<file path="src/rtl/defuzz_pkg.sv">
// Shared types, width helpers and default five-set centres for the centroid defuzzifier.
package defuzz_pkg;

  typedef enum logic [1:0] {
    IDLE   = 2'd0,
    ACCUM  = 2'd1,
    DIVIDE = 2'd2,
    DONE   = 2'd3
  } defuzzState_t;

  // Index width for walking the sets (nSets is at least 2).
  function automatic int unsigned idxWidth(input int unsigned nSets);
    return $clog2(nSets);
  endfunction

  // Width of the membership-degree sum.
  function automatic int unsigned sumWidth(input int unsigned muW, input int unsigned nSets);
    return muW + $clog2(nSets);
  endfunction

  // Width of the weighted-centre sum.
  function automatic int unsigned numWidth(input int unsigned muW, input int unsigned cW,
                                           input int unsigned nSets);
    return muW + cW + $clog2(nSets);
  endfunction

  localparam logic [7:0] CENTRE_NL = 8'd0;
  localparam logic [7:0] CENTRE_NS = 8'd64;
  localparam logic [7:0] CENTRE_Z  = 8'd128;
  localparam logic [7:0] CENTRE_PS = 8'd192;
  localparam logic [7:0] CENTRE_PL = 8'd255;

endpackage

</file>
<file path="src/rtl/seq_divider.sv">
// Restoring divider, one quotient bit per cycle, MSB first. The first bit is resolved on the
// start edge itself, so a divide takes exactly W edges and done pulses in the following cycle.
module seq_divider #(
  parameter int unsigned W  = 19,
  parameter int unsigned DW = 11,
  parameter int unsigned QW = 8
) (
  input  logic          clk,
  input  logic          rst,
  input  logic          start,
  input  logic [W-1:0]  dividend,
  input  logic [DW-1:0] divisor,
  output logic          busy,
  output logic          done,
  output logic [QW-1:0] quotient
);

  localparam int unsigned CNT_W = $clog2(W + 1);

  logic [DW-1:0]    rem;
  logic [DW-1:0]    divisorQ;
  logic [W-1:0]     quo;
  logic [CNT_W-1:0] cnt;

  logic [DW-1:0] remSel;
  logic [DW-1:0] divSel;
  logic [W-1:0]  quoSel;
  logic [DW:0]   shifted;
  logic          fits;
  logic [DW-1:0] remNext;
  logic [W-1:0]  quoNext;

  // One restoring step; on start the operands come straight from the ports.
  always_comb begin
    remSel  = start ? '0 : rem;
    divSel  = start ? divisor : divisorQ;
    quoSel  = start ? dividend : quo;
    shifted = {remSel, quoSel[W-1]};
    fits    = (shifted >= {1'b0, divSel});
    remNext = fits ? DW'(shifted - {1'b0, divSel}) : DW'(shifted);
    quoNext = {quoSel[W-2:0], fits};
  end

  always_ff @(posedge clk) begin
    if (rst) begin
      rem      <= '0;
      divisorQ <= '0;
      quo      <= '0;
      cnt      <= '0;
      busy     <= 1'b0;
      done     <= 1'b0;
    end else begin
      done <= 1'b0;
      if (start) begin
        rem      <= remNext;
        quo      <= quoNext;
        divisorQ <= divisor;
        cnt      <= CNT_W'(1);
        busy     <= 1'b1;
      end else if (busy) begin
        rem <= remNext;
        quo <= quoNext;
        cnt <= cnt + CNT_W'(1);
        if (cnt == CNT_W'(W - 1)) begin
          busy <= 1'b0;
          done <= 1'b1;
        end
      end
    end
  end

  // Quotient never exceeds the largest centre, so only the low bits are exported.
  assign quotient = quo[QW-1:0];

endmodule

</file>
<file path="src/rtl/defuzz_centroid.sv">
// Sequential centroid defuzzifier: crisp = sum(mu_i*c_i) / sum(mu_i) with valid/ready handshakes.
// Optional build macro DEFUZZ_ROUND_EN selects round-half-up instead of truncation.
module defuzz_centroid
  import defuzz_pkg::*;
#(
  parameter int unsigned N_SETS = 5,
  parameter int unsigned MU_W   = 8,
  parameter int unsigned C_W    = 8
) (
  input  logic                   clk,
  input  logic                   rst,
  input  logic                   in_valid,
  output logic                   in_ready,
  input  logic [N_SETS*MU_W-1:0] mu,
  input  logic [N_SETS*C_W-1:0]  centre,
  output logic                   out_valid,
  input  logic                   out_ready,
  output logic [C_W-1:0]         crisp,
  output logic                   div_zero
);

  localparam int unsigned SUM_W  = sumWidth(MU_W, N_SETS);
  localparam int unsigned NUM_W  = numWidth(MU_W, C_W, N_SETS);
  localparam int unsigned IDX_W  = idxWidth(N_SETS);
  localparam int unsigned PROD_W = MU_W + C_W;
  localparam logic [IDX_W-1:0] LAST_IDX = IDX_W'(N_SETS - 1);

  defuzzState_t state;
  defuzzState_t stateNext;

  logic [N_SETS*MU_W-1:0] muQ;
  logic [N_SETS*C_W-1:0]  centreQ;
  logic [NUM_W-1:0]       num;
  logic [SUM_W-1:0]       den;
  logic [IDX_W-1:0]       idx;

  logic [MU_W-1:0]   muSel;
  logic [C_W-1:0]    cSel;
  logic [PROD_W-1:0] prod;
  logic [NUM_W-1:0]  numAcc;
  logic [SUM_W-1:0]  denAcc;
  logic [NUM_W-1:0]  dividend;

  logic load;
  logic accumEn;
  logic divStart;
  logic finishZero;
  logic finishDiv;
  logic releaseOut;

  logic           divBusy;
  logic           divDone;
  logic [C_W-1:0] quotient;

  // Current set's contribution to the running sums.
  always_comb begin
    muSel  = muQ[idx*MU_W +: MU_W];
    cSel   = centreQ[idx*C_W +: C_W];
    prod   = PROD_W'(muSel) * PROD_W'(cSel);
    numAcc = num + NUM_W'(prod);
    denAcc = den + SUM_W'(muSel);
  end

  // The divider is loaded from the final sums on the last accumulate cycle.
`ifdef DEFUZZ_ROUND_EN
  assign dividend = numAcc + NUM_W'(denAcc >> 1);
`else
  assign dividend = numAcc;
`endif

  // Next-state and control strobes.
  always_comb begin
    stateNext  = state;
    load       = 1'b0;
    accumEn    = 1'b0;
    divStart   = 1'b0;
    finishZero = 1'b0;
    finishDiv  = 1'b0;
    releaseOut = 1'b0;
    case (state)
      IDLE: begin
        if (in_valid) begin
          load      = 1'b1;
          stateNext = ACCUM;
        end
      end
      ACCUM: begin
        accumEn = 1'b1;
        if (idx == LAST_IDX) begin
          if (denAcc == '0) begin
            finishZero = 1'b1;
            stateNext  = DONE;
          end else begin
            divStart  = !divBusy;
            stateNext = DIVIDE;
          end
        end
      end
      DIVIDE: begin
        if (divDone) begin
          finishDiv = 1'b1;
          stateNext = DONE;
        end
      end
      DONE: begin
        if (out_ready) begin
          releaseOut = 1'b1;
          stateNext  = IDLE;
        end
      end
      default: stateNext = IDLE;
    endcase
  end

  always_ff @(posedge clk) begin
    if (rst) begin
      state     <= IDLE;
      muQ       <= '0;
      centreQ   <= '0;
      num       <= '0;
      den       <= '0;
      idx       <= '0;
      out_valid <= 1'b0;
      crisp     <= '0;
      div_zero  <= 1'b0;
    end else begin
      state <= stateNext;
      if (load) begin
        muQ     <= mu;
        centreQ <= centre;
        num     <= '0;
        den     <= '0;
        idx     <= '0;
      end
      if (accumEn) begin
        num <= numAcc;
        den <= denAcc;
        idx <= (idx == LAST_IDX) ? '0 : idx + IDX_W'(1);
      end
      if (finishZero) begin
        out_valid <= 1'b1;
        crisp     <= '0;
        div_zero  <= 1'b1;
      end
      if (finishDiv) begin
        out_valid <= 1'b1;
        crisp     <= quotient;
        div_zero  <= 1'b0;
      end
      if (releaseOut) begin
        out_valid <= 1'b0;
      end
    end
  end

  // Ready drops immediately while reset is held so nothing is accepted during reset.
  assign in_ready = (state == IDLE) && !rst;

  seq_divider #(
    .W (NUM_W),
    .DW(SUM_W),
    .QW(C_W)
  ) uDivider (
    .clk     (clk),
    .rst     (rst),
    .start   (divStart),
    .dividend(dividend),
    .divisor (denAcc),
    .busy    (divBusy),
    .done    (divDone),
    .quotient(quotient)
  );

endmodule

</file>
<file path="config.mk">
export PLATFORM = sky130hd
export DESIGN_NAME = defuzz_centroid
export DESIGN_NICKNAME = d
export VERILOG_FILES = /design/src/rtl/defuzz_pkg.sv /design/src/rtl/seq_divider.sv /design/src/rtl/defuzz_centroid.sv
export SDC_FILE = /design/constraint.sdc
export NUM_CORES = 1
export LEC_CHECK = 0
export ABC_CLOCK_PERIOD_IN_PS = 8600
export CORE_ASPECT_RATIO = 2
export CORE_MARGIN = 2
export CORE_UTILIZATION = 50
export CTS_CLUSTER_SIZE = 24
export DETAILED_ROUTE_END_ITERATION = 8
export PLACE_DENSITY = 0.67
export SYNTH_ARGS = -nofsm -noshare
export SYNTH_HDL_FRONTEND = slang
export SYNTH_HIERARCHICAL = 1
export SYNTH_SLANG_ARGS = --single-unit
export TNS_END_PERCENT = 1
</file>
<file path="constraint.sdc">
create_clock -name clk -period 8.6 [get_ports clk]
set_input_delay 2.58 -clock clk [delete_from_list [all_inputs] [get_ports clk]]
set_output_delay 2.58 -clock clk [all_outputs]
set_load 0.03 [all_outputs]
</file>
==> Word level (Yosys, flattened, before mapping) <==
Cells that the tools add are included.
Widths: inputs -> output; s select.
{ "classes": {"addsub": 5, "n_mul": 1, "n_lt_le_gt_ge": 1, "n_eq_ne": 9, "shift": 2, "muxes": 44, "n_bitwise": 1, "n_reduce_logical": 13} }
{ "op_table": {"columns": ["op", "n"], "rows": [
  ["$mux 19", 5],
  ["$shiftx 40x7->8", 2],
  ["$mux 11", 7],
  ["$mux 1", 22],
  ["$add 19x16->19", 1],
  ["$mul 8x8->16", 1],
  ["$mux 8", 2],
  ["$ge 12x11->1", 1],
  ["$add 11x8->11", 1],
  ["$logic_not 11->1", 1],
  ["$sub 11x11->11", 1],
  ["$mux 3", 3],
  ["$mux 2", 4],
  ["$pmux 2 s4", 1],
  ["$ne 2x2->1 const B", 3],
  ["$reduce_bool 2->1", 3],
  ["$reduce_or 2->1", 3],
  ["$add 5x1->5 const B", 1],
  ["$eq 5x5->1 const B", 1],
  ["$eq 2x2->1 const B", 2],
  ["$reduce_and 4->1", 1],
  ["$add 3x1->3 const B", 1],
  ["$eq 3x3->1 const B", 1],
  ["$reduce_or 3->1", 1],
  ["6 further kinds", 7]
]} }
{ "word_totals": {"ff_bits": 173, "input_bits": 84, "out_inout_bits": 11, "elab_cells": 92} }

==> Longest topological paths before layout <==
Gate-level depths: netlist of run 1.
{ "logic_depth": {"ltp_word": 11, "depth_mapped": 31, "depth_no_buf": 30} }

==> Modules after synthesis <==
The synthesis of run 1 kept the hierarchy.
{ "by_module_without_submodules": {"columns": ["module", "instances", "cells_each", "area_each_um2", "seq_area_each_um2"], "rows": [
  ["defuzz_centroid", 1, 994, 8221.6, 2502.4],
  ["seq_divider", 1, 339, 2856.5, 960.9]
]} }

==> Worst setup path before layout of run 1 <==
Ideal clock, no wire load.
{ "synth_timing": {"path_kind": "register to register", "startpoint": "reg idx[1]", "endpoint": "reg uDivider.rem[5]", "setup_time_ns": 0.122, "arrival_time_ns": 7.440, "t_required_ns": 8.478, "path_slack_ns": 1.038, "path_stages_with_launch": 28, "n_path_buf": 2, "period_less_slack_ns": 7.562, "path_cell_list": "dfxtp_1 buf_1 clkbuf_1 mux4_2 a22oi_1 nor2_1 fa_1 fa_1 fa_1 inv_1 fa_1 inv_1 ha_1 nor2_1 o21ai_0 a21oi_1 a211o_1 o21ai_0 xor2_1 mux2i_1 ha_1 fa_1 nor2b_1 a311o_1 a211oi_2 o31ai_4 nor2_1 a221o_1"} }
{ "synth_between": {"word_cells_on_any_way": 19, "classes_between": "add/sub (3); mul (1); order compare (1); eq/ne (1); shift (2); mux (9); reduce/logical (2)"} }
{ "synth_lines": {"columns": ["element", "line", "text"], "rows": [
  ["from (decl)", "defuzz_centroid.sv:35", "logic [IDX_W-1:0] idx;"],
  ["from (signal assigned)", "defuzz_centroid.sv:138", "idx <= (idx == LAST_IDX) ? '0 : idx + IDX_W'(1);"],
  ["$shiftx 40x7->8 (on tied branches)", "defuzz_centroid.sv:57, defuzz_centroid.sv:58", null],
  ["$mul 8x8->16 *", "defuzz_centroid.sv:59", "prod = PROD_W'(muSel) * PROD_W'(cSel);"],
  ["$add 19x16->19 *", "defuzz_centroid.sv:60", "numAcc = num + NUM_W'(prod);"],
  ["net dividend[18]", "defuzz_centroid.sv:42", "logic [NUM_W-1:0] dividend;"],
  ["$mux 19 *", "seq_divider.sv:37", "quoSel = start ? dividend : quo;"],
  ["$sub 11x11->11 or $ge 12x11->1 (tied branches)", "seq_divider.sv:40, seq_divider.sv:39", null],
  ["$mux 11 *", "seq_divider.sv:40", "remNext = fits ? DW'(shifted - {1'b0, divSel}) : DW'(shifted);"],
  ["$mux 11", "seq_divider.sv:60", "end else if (busy) begin"],
  ["$mux 11 *", "seq_divider.sv:54", "if (start) begin"],
  ["to (signal assigned)", "seq_divider.sv:55", "rem <= remNext;"],
  ["to (signal assigned)", "seq_divider.sv:61", "rem <= remNext;"],
  ["to (decl)", "seq_divider.sv:20", "logic [DW-1:0] rem;"]
]} }
Mark *: on every way through the listed nets, which the timed path passes. The rest lies on a longest branch. The select of a mux whose other input is x is not followed.
A chain may end at the register's enable or synchronous reset.

==> Worst setup path after layout of run 1 <==
{ "layout_timing": {"startpoint": "reg idx[0]", "endpoint": "reg uDivider.rem[7]"} }
The elaborated chain is that of the path after synthesis.

==> out/metrics.cfg, run 1 <==
[outcome]
status = finished, final reports clean

[detailed_routing]
ant_nets = 0
wl_met1_mm = 10.5
wl_per_cell_um = 17.8
met3_length_um = 836
route.met2.wl_mm = 16.6
top_layer = met4
viasPerCell = 5.56
vias = 9388
first_pass_iters = 5
drt-total-wl_mm = 30.1
drc = 0
drt_iter0_drc = 335

[floorplanning]
die-area_um2 = 23400
pin_count = 95
die_height_um = 215
core_area_um2 = 22000
num_rows = 77
initial_core_util = 0.504
die_w_um = 109

[sta]
maxSlewHeadroom = 0.347
setup_viol = 0
holdWs_ps = 453
postLayoutSetupSlackWorst_ps = 584
finClkSkew_ps = 6.83
period_needed_ps = 8020
hold_viol = 0
drv_slew = 0
post-route-period-util = 0.932
max_slew.worst_pin.slew_ps = 980
setup_tns_ps = 0
rsz0062_at_grt = false
max_freq_mhz = 125

[worst_setup_path]
required_ps = 8890
critPathCaptureType = flip-flop
startpoint = idx[0]$_SDFFE_PP0P_
arrival_ps = 8310
path_class = flip-flop to flip-flop
worstPathMaxFanout = 13
rr_startpoint = idx[0]$_SDFFE_PP0P_
worst_setup_path_start_kind = flip-flop

[yosys]
syn_nets = 1536
yosysWarnings = 6
yosysSeqAreaShare = 0.313
synth_top_area_cell = dfxtp_1
avgSynthCellArea_um2 = 8.31
synthTopCellsByArea = dfxtp_1, fa_1, ha_1, a21oi_1, nand2_1
async_flop_share = 0
syn_area_um2 = 11100
ys_ff_latch = 173
synth-main-ff-cell = dfxtp_1
ys_types = 82
synth_most_common_cell = nand2_1
synth_edf_count = 0
synthCells = 1333
synth_commonest_cells = nand2_1, dfxtp_1, a21oi_1
yosysTopAreaCellShare = 0.313

[placement]
dpl.hpwl_mm = 23.1
routabilityCongestion = 0.938
placed_cells = 1660
postPlaceCellArea_um2 = 12300
port-buffer-count = 94
post-place-ws_ps = 376

[pwr]
p_comb_frac = 0.347
cellPowerDensity_nw_per_um2 = 207
irDropWorstVdd_mv = 0.158
leakagePower_nw = 5.48
p_clk_frac = 0.298
internal_power_mw = 1.71
seqPwrFrac = 0.355
swShare = 0.359
p_sw_uw = 958

[grt]
grt_max_degree = 94
first_global_vias = 9616
antenna_found_initial = 0
grt_pass1_wl_mm = 48.2
overflow = 0
grt_usage = 0.269

[clocking]
clock_path_buffers = 2
cts_setup_buffers = 0
numCtsBuffers = 17
cts_max_level = 4
cts_tree = yes
cts.sinks = 173
insertion_delay_ps = 450
ctsHoldBuffers = 0
ctsResizeCount = 0
clk_pin_slew_ps = 60
cts_root_buf = clkbuf_16

[worst_hold_path]
hp-start = centreQ[22]$_SDFFE_PP0P_
hp-class = flip-flop to flip-flop

[finish]
diodes = 0
drive_gt1_frac = 0.0828
final_cells = 1689
area.growth.synth_to_final_pct = 16.1
design_area_um2 = 12900
final_nets = 1606

[flow_run]
maxCapViolCount = 0

==> cells in the final DEF (no fill, tap or decap), drive strengths merged, types with 7 or more instances in the layout <==
cell type / Yosys / final
inv: 118 / 118
a21o: 8 / 8
nor2b: 18 / 18
o21ai: 27 / 27
mux2i: 35 / 35
clkbuf: 45 / 22
fa: 52 / 52
or2: 8 / 8
dfxtp: 173 / 173
ha: 67 / 67
nor2: 154 / 154
a22o: 18 / 18
a22oi: 12 / 12
nand3: 8 / 8
nor3: 28 / 28
nand4: 7 / 7
buf: 27 / 31
and3: 13 / 13
mux4: 12 / 12
clkdlybuf4s50: 0 / 93
nand2b: 13 / 13
nand2: 206 / 206
a211oi: 11 / 11
xnor2: 15 / 15
a21oi: 159 / 159
xor2: 15 / 15
o21a: 12 / 12
==> final cells by class <==
| type | count | area, um2 |
|---|---|---|
| Clock buffer | 22 | 484 |
| Clock inverter | 7 | 113 |
| Fill cell | 2063 | 9100 |
| Inverter | 118 | 443 |
| Multi-Input combinational cell | 969 | 6840 |
| Sequential cell | 173 | 3460 |
| Tap cell | 276 | 345 |
| Timing Repair Buffer | 124 | 1180 |
==> path summary, 6_finish.rpt <==
path / cells past startpoint / slack, ps / endpoint
worst max-delay path: 26 / 580 / uDivider/rem[7]$_SDFFE_PP0P_
worst max register to register: 26 / 580 / uDivider/rem[7]$_SDFFE_PP0P_
worst min register to register: 2 / 450 / centreQ[22]$_SDFFE_PP0P_
worst min-delay path: 2 / 450 / centreQ[22]$_SDFFE_PP0P_
==> per-stage QoR <==
stage / util / power [mW]
after global placement: 0.558 / 1.87
after global routing: 0.586 / 2.83
after detailed placement: 0.558 / 1.89
after floorplan: - / 1.61
after CTS: 0.585 / 2.68
final: 0.586 / 2.67
==> metal layers <==
layer  vias up  track usage
li1       4609            -
met2       232        0.503
met5         -            0
met1      4450        0.258
met4         0        0.181
met3        97       0.0450
==> flip-flops by register name (all words and copies together) (netlist names), 2 cells and up <==
signal	flops
centreQ	40
crisp	8
den	11
idx	3
muQ	40
num	19
state	2
uDivider/cnt	5
uDivider/divisorQ	11
uDivider/quo	19
uDivider/rem	11
==> kinds of logic (layout without fill, tap and decap cells) <==
logic type,after synthesis,count (layout),synth area share
AO/OA/AOI/OAI,294,294,0.170
XOR/XNOR,30,30,0.0237
adder cells (fa/ha/maj),119,119,0.170
buffers and inverters,191,271,0.0718
flip-flops,173,173,0.313
multiplexers,53,53,0.0621
AND/OR/NAND/NOR,473,473,0.190
==> power by group through the flow <==
stage	combinational [mW]	clock, mW	sequential (mW)
CTS	0.927	0.808	0.946
floorplan	0.668	0	0.939
global route	1.03	0.835	0.958
detailed placement	0.923	0	0.963
global placement	0.907	0	0.961
finish	0.925	0.795	0.947
==> critical path, cell delays in order (launching register included) <==
cell	delay, ps
dfxtp_1	520
buf_4	290
mux4_2	550
a22oi_1	500
or2_2	230
fa_1	410
fa_1	540
inv_1	50
fa_1	500
fa_1	490
ha_1	350
nand3_1	90
o22ai_1	260
nor3_1	160
a211o_1	330
o21ai_0	340
xor2_1	170
mux2i_1	110
ha_1	230
fa_1	410
nor2b_1	230
a311o_1	180
a211oi_2	110
nor3_4	330
nor4_4	80
a221oi_1	310
nor3_1	90
(Power assumes the default switching activity.)
==> run 2, diff against run 1 <==
ABC_CLOCK_PERIOD_IN_PS = 6540   (was 8600)
CTS_CLUSTER_SIZE = 25   (was 24)
PLACE_DENSITY = 0.69   (was 0.67)
clock period = 6.54 ns   (was 8.6 ns; I/O delays follow)
==> run 2 against run 1 <==
  * The run now ends with setup timing left
  * Global-route usage is 0.60 points higher
  * Clock skew is 0.67 ps higher
  * First-iteration DRC count is 27% higher
  * Register-to-register slack worse by 1100 ps
  * Die area stayed put
  * Fmax is 13% higher
  * Cell count is 5.9% higher
  * Total power is 39% higher
  * Critical path type unchanged
  * Critical endpoint is now uDivider/rem[8]$_SDFFE_PP0P_
==> out/metrics.cfg, run 2 (synthesis results as in run 1) <==
[outcome]
status = finished, violations left
violations = setup timing

[worst_setup_path]
worst_setup_path_start_kind = flip-flop
required_ps = 6910
path_common_cell = fa_1
crit-reg2reg-capture = uDivider/rem[8]$_SDFFE_PP0P_
path_buf_inv = 6
cp_top_family = adder cells
rr_startpoint = idx[0]$_SDFFE_PP0P_
crit_cells = 30
worstPathMaxFanout = 6
critPathCaptureType = flip-flop
reg2reg_setup_slack_ps = -550
r2r_cells = 30
arrival_ps = 7460
slowest_delay_ps = 530
endpoint = uDivider/rem[8]$_SDFFE_PP0P_
crit_slowest_cell = fa_1
startpoint = idx[0]$_SDFFE_PP0P_
path_class = flip-flop to flip-flop

[sta]
finClkSkew_ps = 7.50
drv_slew = 0
post-route-period-util = 1.08
max_slew.worst_pin.slew_ps = 991
setup_tns_ps = -5670
maxSlewHeadroom = 0.339
rsz0062_at_grt = true
period_needed_ps = 7090
hold_viol = 0
setup_viol = 12
postLayoutSetupSlackWorst_ps = -546
max_freq_mhz = 141

[finish]
multi_input_area_um2 = 7080
final_nets = 1705
fillers = 1922
reg_top3 = centreQ (40), muQ (40)
final_cell_mix = nand2_1, dfxtp_1, nor2_1, a21oi_1, buf_4
final_common_cell = nand2_1
area.growth.synth_to_final_pct = 25.5
drive_gt1_frac = 0.173
final-seq-area_um2 = 3470
diodes = 0

[clocking]
ctsHoldBuffers = 0
cts_root_buf = clkbuf_16
cts_tree = yes
clock_path_buffers = 2
cts.sinks = 173
clk_pin_slew_ps = 60
cts_max_level = 4
insertion_delay_ps = 450
numCtsBuffers = 17

[pwr]
cellPowerDensity_nw_per_um2 = 266
swShare = 0.359
p_comb_frac = 0.395
leakagePower_nw = 6.01
irDropWorstVdd_mv = 0.220
seqPwrFrac = 0.336
p_sw_mw = 1.33
internal_power_mw = 2.37
p_clk_frac = 0.269

[floorplanning]
pin_count = 95
die_height_um = 215
die_w_um = 109
core_area_um2 = 22000
initial_core_util = 0.504
die-area_um2 = 23400
num_rows = 77

[detailed_routing]
first_pass_iters = 5
viasPerCell = 5.47
drc = 0
drt-total-wl_mm = 30.8
drt_iter0_drc = 426
wl_per_cell_um = 17.2
vias = 9778
ant_nets = 0

[grt]
grt_usage = 0.275
overflow = 0
first_global_vias = 10051
antenna_found_initial = 0
grt_pass1_wl_mm = 49.5
grt_max_degree = 94

[placement]
post-place-ws_ps = -635
port-buffer-count = 94
routabilityCongestion = 0.943
dpl.hpwl_mm = 23.5

[worst_hold_path]
hp-class = flip-flop to flip-flop

[flow_run]
maxCapViolCount = 0

==> run 2: worst min path at each step <==
stage,startpoint,depth (start not counted),slack (ps),to
floorplan,uDivider/rem[9]$_SDFFE_PP0P_,2,430,uDivider/rem[9]$_SDFFE_PP0P_
global placement,muQ[30]$_SDFFE_PP0P_,2,440,muQ[30]$_SDFFE_PP0P_
detailed placement,muQ[9]$_SDFFE_PP0P_,2,450,muQ[9]$_SDFFE_PP0P_
CTS,muQ[9]$_SDFFE_PP0P_,2,450,muQ[9]$_SDFFE_PP0P_
global route,centreQ[8]$_SDFFE_PP0P_,2,470,centreQ[8]$_SDFFE_PP0P_
finish,muQ[9]$_SDFFE_PP0P_,2,450,muQ[9]$_SDFFE_PP0P_
==> run 2: final cells by class <==
type,instances,area share
Clock inverter,7,0.00648
Multi-Input combinational cell,969,0.509
Clock buffer,22,0.0341
Inverter,118,0.0319
Tap cell,276,0.0248
Timing Repair Buffer,223,0.143
Sequential cell,173,0.250
==> run 2: power by group through the flow <==
stage,Sequential (mW),Clock [mW],Combinational [mW]
after floorplan,1.24,0,0.915
after global routing,1.26,1.05,1.60
final,1.24,0.996,1.46
after CTS,1.24,1.01,1.47
after detailed placement,1.28,0,1.38
after global placement,1.27,0,1.35
==> run 2: tightest hold or removal path: stages, from the launching register on <==
cell and delay, ps:
dfxtp_1 310, nand2_1 50, a21oi_1 50
==> run 2: through the flow <==
stage	std cells	instance area, um2	hold slack [ps]	util	power [mW]
6_report	1788	13900	453	0.633	3.70
5_1_grt	1788	13900	470	0.633	3.92
4_1_cts	1788	13900	454	0.632	3.72
3_5_place_dp	1737	13000	445	0.594	2.66
3_3_place_gp	1737	13000	439	0.594	2.62
2_1_floorplan	1333	11300	427	-	2.15
==> run 2: layer usage <==
layer	wire, um	vias to the layer above	track usage
met4	2120	0	0.178
met2	17100	261	0.512
met5	0	-	0
met3	990	113	0.0529
li1	-	4804	-
met1	10600	4600	0.264
==> run 2: repair_timing <==
item / in CTS / in global routing
gates cloned: 1 / 0
setup endpoints to repair: 12 / 12
pin swaps: 19 / 2
endpoints found under the hold margin: 0 / 0
resized for setup: 25 / 3
setup buffers: 21 / 0
